[src/rtl/uart_tx.sv]
`default_nettype none
// ============================================================================
// Module   : uart_tx
// Purpose  : Serial transmitter that drains the TX byte FIFO and sends each
//            byte on the UART pin as a frame of one start bit, DATA_BITS data
//            bits sent LSB first, an optional parity bit and STOP_BITS stop
//            bits. Every bit lasts CLKS_PER_BIT clock cycles.
// Optional : define UART_TX_PARITY_EN to add one even-parity bit between the
//            data bits and the stop bit(s).
// Ports    : clk             - single clock
//            reset_n         - synchronous, active-low reset
//            tx_en           - lets new frames start; a frame in progress
//                              always completes
//            fifo_empty      - FIFO empty flag
//            fifo_data       - FIFO head word
//            fifo_data_valid - FIFO accepted the pop in this cycle
//            fifo_pop        - pop request to the FIFO (combinational)
//            tx              - serial line, idle high (registered)
//            busy            - a frame is in progress
//            frame_done      - pulse in the last cycle of the last stop bit
// Revision : 1.0 - initial release
// ============================================================================
module uart_tx #(
  parameter int CLKS_PER_BIT = 868,
  parameter int DATA_BITS    = 8,
  parameter int STOP_BITS    = 1
) (
  input  logic                 clk,
  input  logic                 reset_n,
  input  logic                 tx_en,
  input  logic                 fifo_empty,
  input  logic [DATA_BITS-1:0] fifo_data,
  input  logic                 fifo_data_valid,
  output logic                 fifo_pop,
  output logic                 tx,
  output logic                 busy,
  output logic                 frame_done
);

  localparam int BAUD_W = (CLKS_PER_BIT > 1) ? $clog2(CLKS_PER_BIT) : 1;
  localparam int BIT_W  = (DATA_BITS > 1) ? $clog2(DATA_BITS) : 1;

  localparam logic [BAUD_W-1:0] C_BAUD_LAST = BAUD_W'(CLKS_PER_BIT - 1);
  localparam logic [BIT_W-1:0]  C_BIT_LAST  = BIT_W'(DATA_BITS - 1);
  // Stop-bit index of the final stop bit: 0 for one stop bit, 1 for two.
  localparam logic              C_STOP_LAST = (STOP_BITS == 2);

  localparam logic [2:0] S_IDLE   = 3'd0;
  localparam logic [2:0] S_START  = 3'd1;
  localparam logic [2:0] S_DATA   = 3'd2;
`ifdef UART_TX_PARITY_EN
  localparam logic [2:0] S_PARITY = 3'd3;
`endif
  localparam logic [2:0] S_STOP   = 3'd4;

  logic [2:0]           state_q, state_d;
  logic [BAUD_W-1:0]    baud_q,  baud_d;
  logic [BIT_W-1:0]     bit_q,   bit_d;
  logic                 stop_q,  stop_d;
  logic [DATA_BITS-1:0] shift_q, shift_d;
  logic                 tx_q,    tx_d;
`ifdef UART_TX_PARITY_EN
  logic                 par_q,   par_d;
`endif

  logic baud_end;
  logic last_stop;
  logic capture;

  // --------------------------------------------------------------------------
  // State and datapath registers
  // --------------------------------------------------------------------------
  always_ff @(posedge clk) begin
    if (!reset_n) begin
      state_q <= S_IDLE;
      baud_q  <= '0;
      bit_q   <= '0;
      stop_q  <= 1'b0;
      shift_q <= '0;
      tx_q    <= 1'b1;
`ifdef UART_TX_PARITY_EN
      par_q   <= 1'b0;
`endif
    end else begin
      state_q <= state_d;
      baud_q  <= baud_d;
      bit_q   <= bit_d;
      stop_q  <= stop_d;
      shift_q <= shift_d;
      tx_q    <= tx_d;
`ifdef UART_TX_PARITY_EN
      par_q   <= par_d;
`endif
    end
  end

  // --------------------------------------------------------------------------
  // Next-state logic
  // --------------------------------------------------------------------------
  always_comb begin
    state_d = state_q;
    baud_d  = baud_q;
    bit_d   = bit_q;
    stop_d  = stop_q;
    shift_d = shift_q;
`ifdef UART_TX_PARITY_EN
    par_d   = par_q;
`endif

    // The baud counter free-runs inside a frame and wraps on bit boundaries.
    if (state_q != S_IDLE) begin
      baud_d = baud_end ? '0 : baud_q + 1'b1;
    end

    case (state_q)
      S_IDLE: begin
        if (capture) begin
          state_d = S_START;
          shift_d = fifo_data;
          baud_d  = '0;
        end
      end
      S_START: begin
        if (baud_end) begin
          state_d = S_DATA;
          bit_d   = '0;
        end
      end
      S_DATA: begin
        if (baud_end) begin
          shift_d = shift_q >> 1;
          if (bit_q == C_BIT_LAST) begin
            bit_d  = '0;
            stop_d = 1'b0;
`ifdef UART_TX_PARITY_EN
            state_d = S_PARITY;
`else
            state_d = S_STOP;
`endif
          end else begin
            bit_d = bit_q + 1'b1;
          end
        end
      end
`ifdef UART_TX_PARITY_EN
      S_PARITY: begin
        if (baud_end) begin
          state_d = S_STOP;
          stop_d  = 1'b0;
        end
      end
`endif
      S_STOP: begin
        if (baud_end) begin
          if (stop_q == C_STOP_LAST) begin
            stop_d = 1'b0;
            // A pop accepted in the final stop cycle starts the next frame
            // with no idle gap on the line.
            if (capture) begin
              state_d = S_START;
              shift_d = fifo_data;
            end else begin
              state_d = S_IDLE;
            end
          end else begin
            stop_d = 1'b1;
          end
        end
      end
      default: state_d = S_IDLE;
    endcase

`ifdef UART_TX_PARITY_EN
    if (capture) begin
      par_d = ^fifo_data;
    end
`endif

    // The line is registered, so it is driven from the state being entered.
    case (state_d)
      S_START: tx_d = 1'b0;
      S_DATA:  tx_d = shift_d[0];
`ifdef UART_TX_PARITY_EN
      S_PARITY: tx_d = par_d;
`endif
      default: tx_d = 1'b1;
    endcase
  end

  // --------------------------------------------------------------------------
  // Outputs
  // --------------------------------------------------------------------------
  always_comb begin
    baud_end  = (baud_q == C_BAUD_LAST);
    last_stop = (state_q == S_STOP) && baud_end && (stop_q == C_STOP_LAST);
    // Gated by reset so no pop is issued while reset is held.
    fifo_pop   = reset_n && tx_en && !fifo_empty &&
                 ((state_q == S_IDLE) || last_stop);
    capture    = fifo_pop && fifo_data_valid;
    frame_done = last_stop;
    busy       = (state_q != S_IDLE);
  end

  assign tx = tx_q;

endmodule
`default_nettype wire

[config.mk]
export PLATFORM = sky130hd
export DESIGN_NAME = uart_tx
export DESIGN_NICKNAME = d
export VERILOG_FILES = /design/src/rtl/uart_tx.sv
export SDC_FILE = /design/constraint.sdc
export NUM_CORES = 1
export LEC_CHECK = 0
export ABC_AREA = 1
export BUFFER_PORTS_ARGS = -buffer_cell sky130_fd_sc_hd__buf_2
export CORE_UTILIZATION = 40
export CTS_CLUSTER_DIAMETER = 80
export CTS_CLUSTER_SIZE = 8
export DETAILED_ROUTE_END_ITERATION = 8
export PLACE_DENSITY = 0.66
export SETUP_SLACK_MARGIN = 0.05
export SLEW_MARGIN = 20
export SYNTH_ARGS = -nofsm -noshare
export SYNTH_HDL_FRONTEND = slang
export SYNTH_SLANG_ARGS = --single-unit
[constraint.sdc]
create_clock -name clk -period 2.21 [get_ports clk]
set_input_delay 0.442 -clock clk [delete_from_list [all_inputs] [get_ports clk]]
set_output_delay 0.442 -clock clk [all_outputs]
set_load 0.01 [all_outputs]
-- Word-level counts from Yosys, hierarchy flattened
Cells that the tools add are included.
- bits in registers: 26
- bits of input ports: 13
- add/subtract/negate cells: 2
- equal/unequal tests: 12
- mux-type cells: 27
- bitwise logic cells: 1
- reduce and logical (&&, ||, !) cells: 16
- operators by type and width (operator ; number):
    $mux W10 ; 4
    $mux W8 ; 4
    $mux W3 ; 9
    $pmux W8 S3 ; 1
    $pmux W3 S4 ; 1
    $add A10 B1 Y10 const B ; 1
    $eq A10 B10 Y1 const B ; 1
    $ne A2 B2 Y1 const B ; 5
    $reduce_and A4 Y1 ; 2
    $eq A3 B1 Y1 const B ; 2
    $eq A3 B2 Y1 const B ; 2
    $eq A3 B3 Y1 const B ; 2
    $logic_and A1 B1 Y1 ; 6
    $pmux W3 S2 ; 1
    $reduce_bool A3 Y1 ; 2
    $mux W1 ; 5
    $pmux W1 S2 ; 2
    $reduce_bool A2 Y1 ; 2
    $add A3 B1 Y3 const B ; 1
    $logic_not A3 Y1 ; 1
    $reduce_and A3 Y1 ; 1
    $logic_not A1 Y1 ; 1
    $logic_or A1 B1 Y1 ; 1
    $not A1 Y1 ; 1

-- Depth between registers and ports, before layout
- word-level depth: 12
- gate-level depth with buffers: 13

-- Worst setup path after synthesis
No wires, ideal clock.
- kind: register -> output
- start point: register baud_q[0]
- end point: output fifo_pop
- arrival time: 1244 ps
- setup slack: 524 ps
- cell stages (with the launch flop): 8
- path through: dfxtp_1 > ha_1 > nand2_1 > nor2_4 > nand4_2 > nand2_4 > inv_1 > nor3_1
- word-level cells in the longest chain between the ends: 5
- RTL lines (element ; line ; source):
    start: declaration ; 57 ; logic [BAUD_W-1:0] baud_q, baud_d;
    start signal: assignment ; 86 ; baud_q <= baud_d;
    $eq A10 B10 Y1 ; 194 ; baud_end = (baud_q == C_BAUD_LAST);
    $logic_and A1 B1 Y1 (2 in series) ; 195 ; last_stop = (state_q == S_STOP) && baud_end && (stop_q == C_STOP_LAST);
    $logic_or A1 B1 Y1 ; 198 ; ((state_q == S_IDLE) || last_stop);
    $logic_and A1 B1 Y1 ; 197 ; fifo_pop = reset_n && tx_en && !fifo_empty &&
    end: declaration ; 34 ; output logic fifo_pop,
No other way between the ends.

-- Worst setup path after layout
Ends and elaborated chain as after synthesis.

==> flow_metrics.env <==
export IMPL_status="finished clean"
export IMPL_max_slew_margin_rel_pct=71.1
export IMPL_n_antenna_cell=0
export IMPL_path_max_fanout=5
export IMPL_fp_row_count=20
export IMPL_post_synth_top_count_cell="nand2_1"
export IMPL_holdWs_ns=0.368
export IMPL_slowest_delay_ns=0.40
export IMPL_finalHoldViolations=0
export IMPL_num_io_pins=17
export IMPL_numCtsBuffers=3
export IMPL_maxCapViolCount=0
export IMPL_combPwrFrac_pct=8.0
export IMPL_crit_type="flop to primary output"
export IMPL_ys_seq_elements=25
export IMPL_io_buffers=16
export IMPL_ant_nets=0
export IMPL_synth_area_leaders="dfxtp_1 (38%), nand2_1 (14%), nor2_1 (6.3%)"
export IMPL_timing_final_ws_setup_ns=0.173
export IMPL_clock_sinks=25
export IMPL_htree_num_levels=1
export IMPL_place_ws_ns=0.440
export IMPL_dp_cells=239
export IMPL_core_area_um2=3080
export IMPL_grt_max_degree=15
export IMPL_hold_class="input port to flop"
export IMPL_cp_required_ns=1.77
export IMPL_finalSetupViolations=0
export IMPL_postSynthCellCount=180
export IMPL_fin_crit_sh_pct=92.2
export IMPL_power_switching_uw=184
export IMPL_internal_power_uw=552
export IMPL_yosysSeqAreaShare_pct=38.1
export IMPL_clockRootBuffer="clkbuf_4"
export IMPL_critPathCaptureType="primary output"
export IMPL_drv_slew=0
export IMPL_path_buf_inv=2
export IMPL_grt_pass1_wl_mm=4.59
export IMPL_cp_cell_sequence="ha_4, nand2_1, nor2_4, nand4_2, nand2_4, inv_1, nor3_1, buf_2"
export IMPL_syn_area_um2=1320
export IMPL_globalplace_congestion=0.834
export IMPL_wl_per_cell_um=10.8
export IMPL_grt_pass1_vias=1042
export IMPL_swShare_pct=25.0
export IMPL_fmax_ghz=0.491
export IMPL_initialDrtViolationCount=51
export IMPL_cts_hold_buffers=0
export IMPL_syn_num_nets=196
export IMPL_grt_busiest_layer="met2"
export IMPL_fin_setup_tns_ns=0
export IMPL_startpoint_type="flop"
export IMPL_arrival_ns=1.59
export IMPL_leakage_uw=0.000551
export IMPL_tightest_slew_ns=0.434
export IMPL_final_area_um2=1490
export IMPL_synth_cell_types=30
export IMPL_initial_core_util_pct=42.7
export IMPL_power_frac_seq_pct=62.7
export IMPL_antenna_found_initial=0
export IMPL_drc=0
export IMPL_placed_cell_area_um2=1450
export IMPL_final_nets=216
export IMPL_cts_tree="yes"
export IMPL_grt_use_met2_pct=26.2
export IMPL_fin_skew_ns=0.00832
export IMPL_ctsResizeCount=0
export IMPL_fp_dieW_um=59.3
export IMPL_vias=1194
export IMPL_use_met3_pct=1.97
export IMPL_path_clk_slew_ns=0.15
export IMPL_rsz0062_at_grt="false"
export IMPL_overflow=0
export IMPL_totalWireLength_mm=2.62
export IMPL_power_frac_clock_pct=29.3
export IMPL_postCtsSetupBuffers=0
export IMPL_synth_top_cell_by_area="dfxtp_1"
export IMPL_synth_edff_count=0
export IMPL_drive_above_1_share_pct=20.6
export IMPL_crit_family="simple AND/OR/NAND/NOR gates"
export IMPL_ys_top_cells_by_count="nand2_1 (48), dfxtp_1 (25), nor2_1 (22)"
export IMPL_worst_path_max_delay_cell="dfxtp_2"
export IMPL_vias_per_cell=4.91
export IMPL_grt_use_total_pct=16.9
export IMPL_yosys_warnings=0
export IMPL_die_y_um=59.3
export IMPL_gr_usage_met1_pct=24.1
export IMPL_hpwl_mm=1.97
export IMPL_area_growth_pct=13.1
export IMPL_clockBufferDepth=2
export IMPL_die_area_um2=3520
export IMPL_synthDominantCellAreaShare_pct=38.1
export IMPL_ir_worst_vdd_mv=0.224
export IMPL_syn_avg_cell_area_um2=7.31
export IMPL_stdcell_count=243
export IMPL_async_reset_ff_share_pct=0
export IMPL_fin_crit_ns=2.04
export IMPL_drt_first_pass_iters=4
export IMPL_synth_ff_type="dfxtp_1"
export IMPL_powerDensity_nw_per_um2=495
export IMPL_clk_latency_ns=0.33
flip-flops by register name, indices dropped and copies added (netlist names):
name	count
baud_q	10
bit_q	3
shift_q	8
state_q	3
tx	1
cell usage in the layout (no fill, tap or decap), types with 2 or more instances in the layout:
cell      instances
dfxtp_2           2
nand4_1           2
nand2_1          48
buf_2            16
ha_1              2
nand2_4           2
nor2_4            4
clkbuf_4          3
a31oi_1           6
a21oi_1          12
dfxtp_1          23
nor3_1            6
nor3b_1           2
nand3_1           7
or2_2             2
nand3_2           2
xor2_1            2
o21ai_0           6
inv_2             3
inv_1            14
nor2_1           22
power by group through the flow:
stage | Combinational (uW) | Sequential, uW | Clock (uW)
final | 58.9 | 462 | 216
after floorplan | 36.9 | 470 | 0
after global routing | 66.2 | 463 | 238
after detailed placement | 59.0 | 471 | 0
after CTS | 59.1 | 461 | 221
after global placement | 59.0 | 471 | 0
stage by stage:
stage	power, uW	utilization, %
final	736	48.3
after global placement	530	47.0
after floorplan	507	-
after detailed placement	530	47.0
after global routing	768	48.3
after CTS	741	47.8
path summary, 6_finish.rpt:
kind | startpoint | end | slack [ns] | cells past startpoint
setup / recovery | baud_q[0]$_SDFF_PN0_ | fifo_pop | 0.17 | 8
hold / removal | fifo_data[1] | shift_q[1]$_SDFFE_PN0P_ | 0.37 | 3
setup reg to reg | baud_q[0]$_SDFF_PN0_ | baud_q[9]$_SDFF_PN0_ | 0.58 | 9
hold reg to reg | bit_q[1]$_SDFFE_PN0P_ | bit_q[1]$_SDFFE_PN0P_ | 0.48 | 2
tightest hold or removal path, stage by stage:
cell and delay (ns):
buf_2 0.10, nand2_1 0.05, a31oi_1 0.07
routing by layer:
metal  vias up  part of all wire, %
li1        631                    -
met1       538                   53
met2        19                   43
met3         6                  2.6
met4         0                  1.4
met5         -                    0
final cells by class:
class	count	area (um^2)
Clock buffer	4	26.3
Fill cell	325	1590
Inverter	19	78.8
Multi-Input combinational cell	135	744
Sequential cell	25	503
Tap cell	44	55.1
Timing Repair Buffer	16	80.1
kinds of logic (layout without fill, tap and decap cells):
logic type	Yosys count	in the layout	synth area share, %
flip-flops	25	25	38.1
XOR/XNOR	3	3	2.00
adder cells (fa/ha/maj)	3	3	2.85
buffers and inverters	20	39	6.28
AO/OA/AOI/OAI	27	27	12.3
AND/OR/NAND/NOR	102	102	38.5
(Power assumes the default switching activity.)
